$ cat config.mk
export PLATFORM = sky130hd
export DESIGN_NAME = lfsr_prng_flat
export DESIGN_NICKNAME = d
export VERILOG_FILES = /design/src/rtl/lfsr_prng_pkg.sv /design/src/rtl/lfsr_prng_if.sv /design/src/rtl/lfsr_prng_step.sv /design/src/rtl/lfsr_prng.sv /design/src/flat_wrapper.sv
export SDC_FILE = /design/constraint.sdc
export NUM_CORES = 1
export LEC_CHECK = 0
export CAP_MARGIN = 5
export CORE_MARGIN = 1.5
export CORE_UTILIZATION = 52
export CTS_CLUSTER_DIAMETER = 120
export DETAILED_ROUTE_END_ITERATION = 12
export PLACE_DENSITY = 0.85
export REMOVE_ABC_BUFFERS = 1
export SKIP_LAST_GASP = 1
export SYNTH_ARGS = -nofsm -noshare
export SYNTH_HDL_FRONTEND = slang
export SYNTH_SLANG_ARGS = --single-unit
$ cat constraint.sdc
create_clock -name clk -period 1.9 [get_ports clk]
set_clock_uncertainty 0.1 [all_clocks]
set_input_delay 0.38 -clock clk [delete_from_list [all_inputs] [get_ports clk]]
set_output_delay 0.38 -clock clk [all_outputs]
set_load 0.005 [all_outputs]
$ cat src/rtl/lfsr_prng_pkg.sv
`default_nettype none
// ============================================================================
//  Module   : lfsr_prng_pkg
//  Purpose  : Shared constants for the LFSR pseudo-random generator:
//             feedback mode selectors and default maximal polynomials.
//  Revision : 1.0 - initial release
// ============================================================================
package lfsr_prng_pkg;

    // Feedback topology selectors
    localparam int LFSR_FIB = 0;
    localparam int LFSR_GAL = 1;

    // Fibonacci tap masks: fb = ^(state & POLY), shifted in at bit 0
    localparam logic [3:0]  FIB_POLY_4  = 4'hC;
    localparam logic [7:0]  FIB_POLY_8  = 8'hB8;
    localparam logic [15:0] FIB_POLY_16 = 16'hB400;
    localparam logic [31:0] FIB_POLY_32 = 32'h8020_0003;

    // Galois masks: low-order coefficients of the primitive polynomial,
    // XORed in whenever the bit shifted out of the top is set
    localparam logic [3:0]  GAL_POLY_4  = 4'h3;
    localparam logic [7:0]  GAL_POLY_8  = 8'h1D;
    localparam logic [15:0] GAL_POLY_16 = 16'h100B;
    localparam logic [31:0] GAL_POLY_32 = 32'h0040_0007;

endpackage
`default_nettype wire

$ cat src/rtl/lfsr_prng_if.sv
`default_nettype none
// ============================================================================
//  Module   : lfsr_prng_if
//  Purpose  : Control and output handshake bundle of the LFSR generator.
//             master = generator side, slave = controller/consumer side.
//  Revision : 1.0 - initial release
// ============================================================================
interface lfsr_prng_if #(
    parameter int WIDTH = 16,
    parameter int OUT_W = 8
);
    logic             en;
    logic             load;
    logic [WIDTH-1:0] initial_num;
    logic [OUT_W-1:0] dout;
    logic             out_valid;
    logic             out_ready;
    logic             wrap;
    logic             seed_err;
    logic             lockup;

    modport master (
        input  en, load, initial_num, out_ready,
        output dout, out_valid, wrap, seed_err, lockup
    );

    modport slave (
        output en, load, initial_num, out_ready,
        input  dout, out_valid, wrap, seed_err, lockup
    );
endinterface
`default_nettype wire

$ cat src/rtl/lfsr_prng_step.sv
`default_nettype none
// ============================================================================
//  Module   : lfsr_prng_step
//  Purpose  : Purely combinational single LFSR shift (Fibonacci or Galois).
//  Revision : 1.0 - initial release
// ============================================================================
module lfsr_prng_step
    import lfsr_prng_pkg::*;
#(
    parameter int               WIDTH = 16,
    parameter logic [WIDTH-1:0] POLY  = WIDTH'(16'hB400),
    parameter int               MODE  = LFSR_FIB
) (
    input  logic [WIDTH-1:0] state_in,
    output logic [WIDTH-1:0] state_out
);

    generate
        if (MODE == LFSR_FIB) begin : g_fib
            // Parity of the tapped bits enters at the bottom
            logic w_fb;
            assign w_fb      = ^(state_in & POLY);
            assign state_out = {state_in[WIDTH-2:0], w_fb};
        end else begin : g_gal
            // Bit leaving the top folds the polynomial back in
            assign state_out = {state_in[WIDTH-2:0], 1'b0}
                             ^ (state_in[WIDTH-1] ? POLY : '0);
        end
    endgenerate

endmodule
`default_nettype wire

$ cat src/rtl/lfsr_prng.sv
`default_nettype none
// ============================================================================
//  Module   : lfsr_prng
//  Purpose  : Parametrised LFSR word generator with valid/ready output
//             register, zero-seed / lock-up protection and period-wrap flag.
//  Revision : 1.0 - initial release
// ============================================================================
module lfsr_prng
    import lfsr_prng_pkg::*;
#(
    parameter int               WIDTH      = 16,
    parameter logic [WIDTH-1:0] POLY       = WIDTH'(16'hB400),
    parameter int               MODE       = LFSR_FIB,
    parameter int               STEPS      = 1,
    parameter int               OUT_W      = 8,
    parameter logic [WIDTH-1:0] RESET_SEED = WIDTH'(1)
) (
    input  logic            clk,
    input  logic            rst_n,
    lfsr_prng_if.master     bus
);

    logic [WIDTH-1:0] r_state;
    logic [WIDTH-1:0] r_ref_seed;
    logic [OUT_W-1:0] r_dout;
    logic             r_out_valid;
    logic             r_wrap;
    logic             r_seed_err;
    logic             r_lockup;

    // STEPS single-shift stages chained combinationally
    logic [WIDTH-1:0] w_chain [0:STEPS];
    assign w_chain[0] = r_state;

    generate
        for (genvar gi = 0; gi < STEPS; gi++) begin : g_step
            lfsr_prng_step #(
                .WIDTH (WIDTH),
                .POLY  (POLY),
                .MODE  (MODE)
            ) u_step (
                .state_in  (w_chain[gi]),
                .state_out (w_chain[gi+1])
            );
        end
    endgenerate

    logic [WIDTH-1:0] w_nstate;
    logic             w_nstate_zero;
    logic [WIDTH-1:0] w_next_state;
    logic             w_seed_zero;
    logic [WIDTH-1:0] w_seed;
    logic             w_fire;
    logic             w_adv;

    assign w_nstate      = w_chain[STEPS];
    assign w_nstate_zero = (w_nstate == '0);
    // An all-zero state would stick forever, so restart from the reset seed
    assign w_next_state  = w_nstate_zero ? RESET_SEED : w_nstate;
    assign w_seed_zero   = (bus.initial_num == '0);
    assign w_seed        = w_seed_zero ? RESET_SEED : bus.initial_num;
    assign w_fire        = r_out_valid & bus.out_ready;
    // Advance only when the output register is empty or being drained
    assign w_adv         = bus.en & ~bus.load & (~r_out_valid | bus.out_ready);

    // Load has priority over advance, which has priority over plain consume
    always_ff @(posedge clk or negedge rst_n) begin
        if (!rst_n) begin
            r_state     <= RESET_SEED;
            r_ref_seed  <= RESET_SEED;
            r_dout      <= '0;
            r_out_valid <= 1'b0;
            r_wrap      <= 1'b0;
            r_seed_err  <= 1'b0;
            r_lockup    <= 1'b0;
        end else begin
            r_wrap     <= 1'b0;
            r_seed_err <= 1'b0;
            r_lockup   <= 1'b0;
            if (bus.load) begin
                r_state     <= w_seed;
                r_ref_seed  <= w_seed;
                r_seed_err  <= w_seed_zero;
                r_out_valid <= 1'b0;
            end else if (w_adv) begin
                r_state     <= w_next_state;
                r_lockup    <= w_nstate_zero;
                r_dout      <= w_next_state[OUT_W-1:0];
                r_out_valid <= 1'b1;
                r_wrap      <= (w_next_state == r_ref_seed);
            end else if (w_fire) begin
                r_out_valid <= 1'b0;
            end
        end
    end

    assign bus.dout      = r_dout;
    assign bus.out_valid = r_out_valid;
    assign bus.wrap      = r_wrap;
    assign bus.seed_err  = r_seed_err;
    assign bus.lockup    = r_lockup;

endmodule
`default_nettype wire

$ cat src/flat_wrapper.sv
// flat-port wrapper written by rule: the top's interface ports become plain ports
module lfsr_prng_flat import lfsr_prng_pkg::*;
#(
    parameter int               WIDTH      = 16,
    parameter logic [WIDTH-1:0] POLY       = WIDTH'(16'hB400),
    parameter int               MODE       = LFSR_FIB,
    parameter int               STEPS      = 1,
    parameter int               OUT_W      = 8,
    parameter logic [WIDTH-1:0] RESET_SEED = WIDTH'(1)
)
  (clk, rst_n, bus_en, bus_load, bus_initial_num, bus_out_ready, bus_dout, bus_out_valid, bus_wrap, bus_seed_err, bus_lockup);
  lfsr_prng_if #(.WIDTH(WIDTH), .OUT_W(OUT_W)) bus_i ();
  input  logic clk;
  input  logic rst_n;
  input wire logic [$bits(bus_i.en)-1:0] bus_en;
  input wire logic [$bits(bus_i.load)-1:0] bus_load;
  input wire logic [$bits(bus_i.initial_num)-1:0] bus_initial_num;
  input wire logic [$bits(bus_i.out_ready)-1:0] bus_out_ready;
  output wire logic [$bits(bus_i.dout)-1:0] bus_dout;
  output wire logic [$bits(bus_i.out_valid)-1:0] bus_out_valid;
  output wire logic [$bits(bus_i.wrap)-1:0] bus_wrap;
  output wire logic [$bits(bus_i.seed_err)-1:0] bus_seed_err;
  output wire logic [$bits(bus_i.lockup)-1:0] bus_lockup;
  assign bus_i.en = bus_en;
  assign bus_i.load = bus_load;
  assign bus_i.initial_num = bus_initial_num;
  assign bus_i.out_ready = bus_out_ready;
  assign bus_dout = bus_i.dout;
  assign bus_out_valid = bus_i.out_valid;
  assign bus_wrap = bus_i.wrap;
  assign bus_seed_err = bus_i.seed_err;
  assign bus_lockup = bus_i.lockup;
  lfsr_prng #(.WIDTH(WIDTH), .POLY(POLY), .MODE(MODE), .STEPS(STEPS), .OUT_W(OUT_W), .RESET_SEED(RESET_SEED)) u_core (.clk(clk), .rst_n(rst_n), .bus(bus_i));
endmodule
==> results.md <==
- Status: complete, no violations
- Crit path required time: 2010 ps
- Ports: 33
- Final net count: between 200 and 300
- Final wirelength: 4200 µm
- Ant. Diodes: 0
- Hold Slack: 45.8 ps
- Final period util: roughly 90%
- R2R Path End: u_core.r_state[0]$_DFFE_PN1P_
- Critical Path Source Type: input pin
- Final Hold Vio Count: 0
- Wire per inst: roughly 15 µm
- #FFs+latches synth: 44
- Commonest non-fill, non-tap cell in the layout: dfrtp_1
- Post-CTS Setup Bufs: 0
- Worst setup margin: 182 ps
- Static leakage: 1.18 nW
- Power Total: 2.20 mW
- Critical path type: input pin to register
- Start of the worst register-to-register path: u_core.r_state[3]$_DFFE_PN0P_
- CP max FO: 2
- DRT Pass-1 Iters: 4
- CTS tree: built
- CP Capture Type: register
- Worst-skew pair later-pin latency: between 200 and 300 ps
- Max cap viols: 0
- Initial DRC Count: 71
- H-Tree Depth: 2
- Resized Gates After CTS: 0
- DRC viols: 0
- CP arrival: 1830 ps
- Netlist cell types: 25
- DR WL met2: 2080 µm
- Fin util: 70.1%
- IO Port Bufs: 32
- Clk slew on worst S/H paths: 80 ps
- R2R setup slack: 190 ps
- Synth area leaders: dfrtp_1 (53%), o21ai_0 (8.0%), mux2i_1 (7.5%), xor2_1 (5.7%), mux2_2 (4.5%)
- Initial Utilization: 54.5%
- Initial antenna violation count: 0
- Via-per-instance ratio: ~5.4
- Chip height: 65.0 µm
- Largest net degree at the start of global routing: 45
- Final min period: 1720 ps
- Worst vdd ir: 0.000723 V
- Post-route ant nets: 0
- Routed length on met3: roughly 170 µm
- Gpl congestion: 0.789
- CORE AREA: 3660 µm²
- Synth warn: 0
- Slew HR: 64.2%
- Post-Syn Area: between 1500 and 2000 µm²
- Hold Crit Class: input pin to asynchronous set/reset pin
- Most frequent cells in the layout: dfrtp_1 (42), o21ai_0 (32), clkdlybuf4s50_1 (31)
- Die ar.: 4220 µm²
- Post-synthesis sequential area ratio: 55.3%
- Core Rows: 22
- Pre-CTS setup slack: -118 ps
- # setup viols final: 0
- CTS max path bufs: 2
- Global-route wire length before repair: 7120 µm
- Vias in the first global route: approximately 1.6k
- Syn Area/Cell: 10.7 µm²
- Max Freq: 0.582 GHz
- Sink Count: 44
- Power per cell area: 856 nW/µm²
- Slew Viols, Final: 0
- Worst Max-Slew Pin Slew: 538 ps
- Top layer reached by signal wires: met4
- Total gr overflow: 0
- CTS Root Cell: clkbuf_8
- Post-synth top area cell: dfrtp_1
- Num CTS Buffers: 5
- Synth Instances: around 190
- WL met1: 1850 µm
- Routed vias: 1,517
- RSZ-0062 raised after global routing: false
- Hold Buf Count CTS: 0
- Area delta synth->final: 28.5%
- Reg2Reg Depth: 4
- HPWL after DPL: 3120 µm
- Top cell type's share of synthesized area: a little over half
- Die W: 65.0 µm
- Fraction of layout cells with a size suffix above 1: ~14%
- GR Util All Layers: 22.6%
[stage by stage]
step	cells	instance area [µm²]	TNS (ps)
3_5_place_dp	275	2470	-926
6_report	283	2560	0
2_1_floorplan	180	1970	0
5_1_grt	283	2560	0
4_1_cts	283	2560	0
3_3_place_gp	275	2470	-377
[worst max-delay path, stage by stage]
cell	delay, ps
clkdlybuf4s50_1	420
nor4_1	280
buf_4	160
nand4_1	140
o41a_1	370
o31ai_1	80
[layout make-up]
cell class / count / area, µm²
Sequential cell: 44 / 1100
Clock inverter: 2 / 10.0
Clock buffer: 6 / 82.6
Tap cell: 48 / 60.1
Multi-Input combinational cell: 120 / 808
Inverter: 16 / 60.1
Timing Repair Buffer: 47 / 440
Fill cell: 279 / 1100
[routing by layer]
metal / GRT usage (%) / vias to the layer above
li1: - / 735
met1: 28.5 / 739
met2: 36.9 / 34
met3: 5.21 / 9
met4: 10.6 / 0
met5: 0 / -
[synth_stat cells (all sizes together)]
cell	count
nor2	3
dfstp	2
xor2	13
and4	1
xnor2	5
a211oi	1
o41a	1
inv	16
nand2	17
nand3	1
nor4	10
mux2	8
nand2b	2
mux2i	15
dfrtp	42
nor4b	1
a21oi	2
nor2b	2
buf	1
o31ai	1
nand4	2
nor3	2
o21ai	32
or3	1
clkbuf	5
[power breakdown]
| part | internal (mW) | leakage, nW | switching [mW] |
|---|---|---|---|
| Clock | 0.290 | 0.0510 | 0.305 |
| Combinational | 0.258 | 0.594 | 0.188 |
| Sequential | 1.05 | 0.536 | 0.103 |
[registers in the layout (all words and copies together) (netlist names)]
register              count
u_core.bus.dout           8
u_core.bus.lockup         1
u_core.bus.out_valid      1
u_core.bus.seed_err       1
u_core.bus.wrap           1
u_core.r_ref_seed        16
u_core.r_state           16
[cells by family after synthesis]
logic type,Yosys count,synth area share [%]
muxes,23,12.0
buffers and inverters,22,4.20
xor gates and xnor gates,18,7.90
and+or+nand+nor,42,10.7
DFF,44,55.3
AOI/OAI and AO/OA,37,9.84
[worst max-delay path by stage]
stage | startpoint | to | slack [ps] | cells past startpoint
after floorplan | bus_out_ready | u_core.r_state[9]$_DFFE_PN0P_ | 340 | 4
after global placement | bus_initial_num[0] | u_core.r_state[0]$_DFFE_PN1P_ | -80 | 6
after detailed placement | bus_load | u_core.bus.dout[5]$_DFFE_PN0P_ | -120 | 5
after CTS | bus_load | u_core.bus.dout[5]$_DFFE_PN0P_ | 190 | 5
after global routing | bus_initial_num[0] | u_core.r_ref_seed[0]$_DFFE_PN1P_ | 70 | 6
final | bus_initial_num[0] | u_core.r_state[0]$_DFFE_PN1P_ | 180 | 6
No activity file was read; power rests on OpenSTA's default activity.
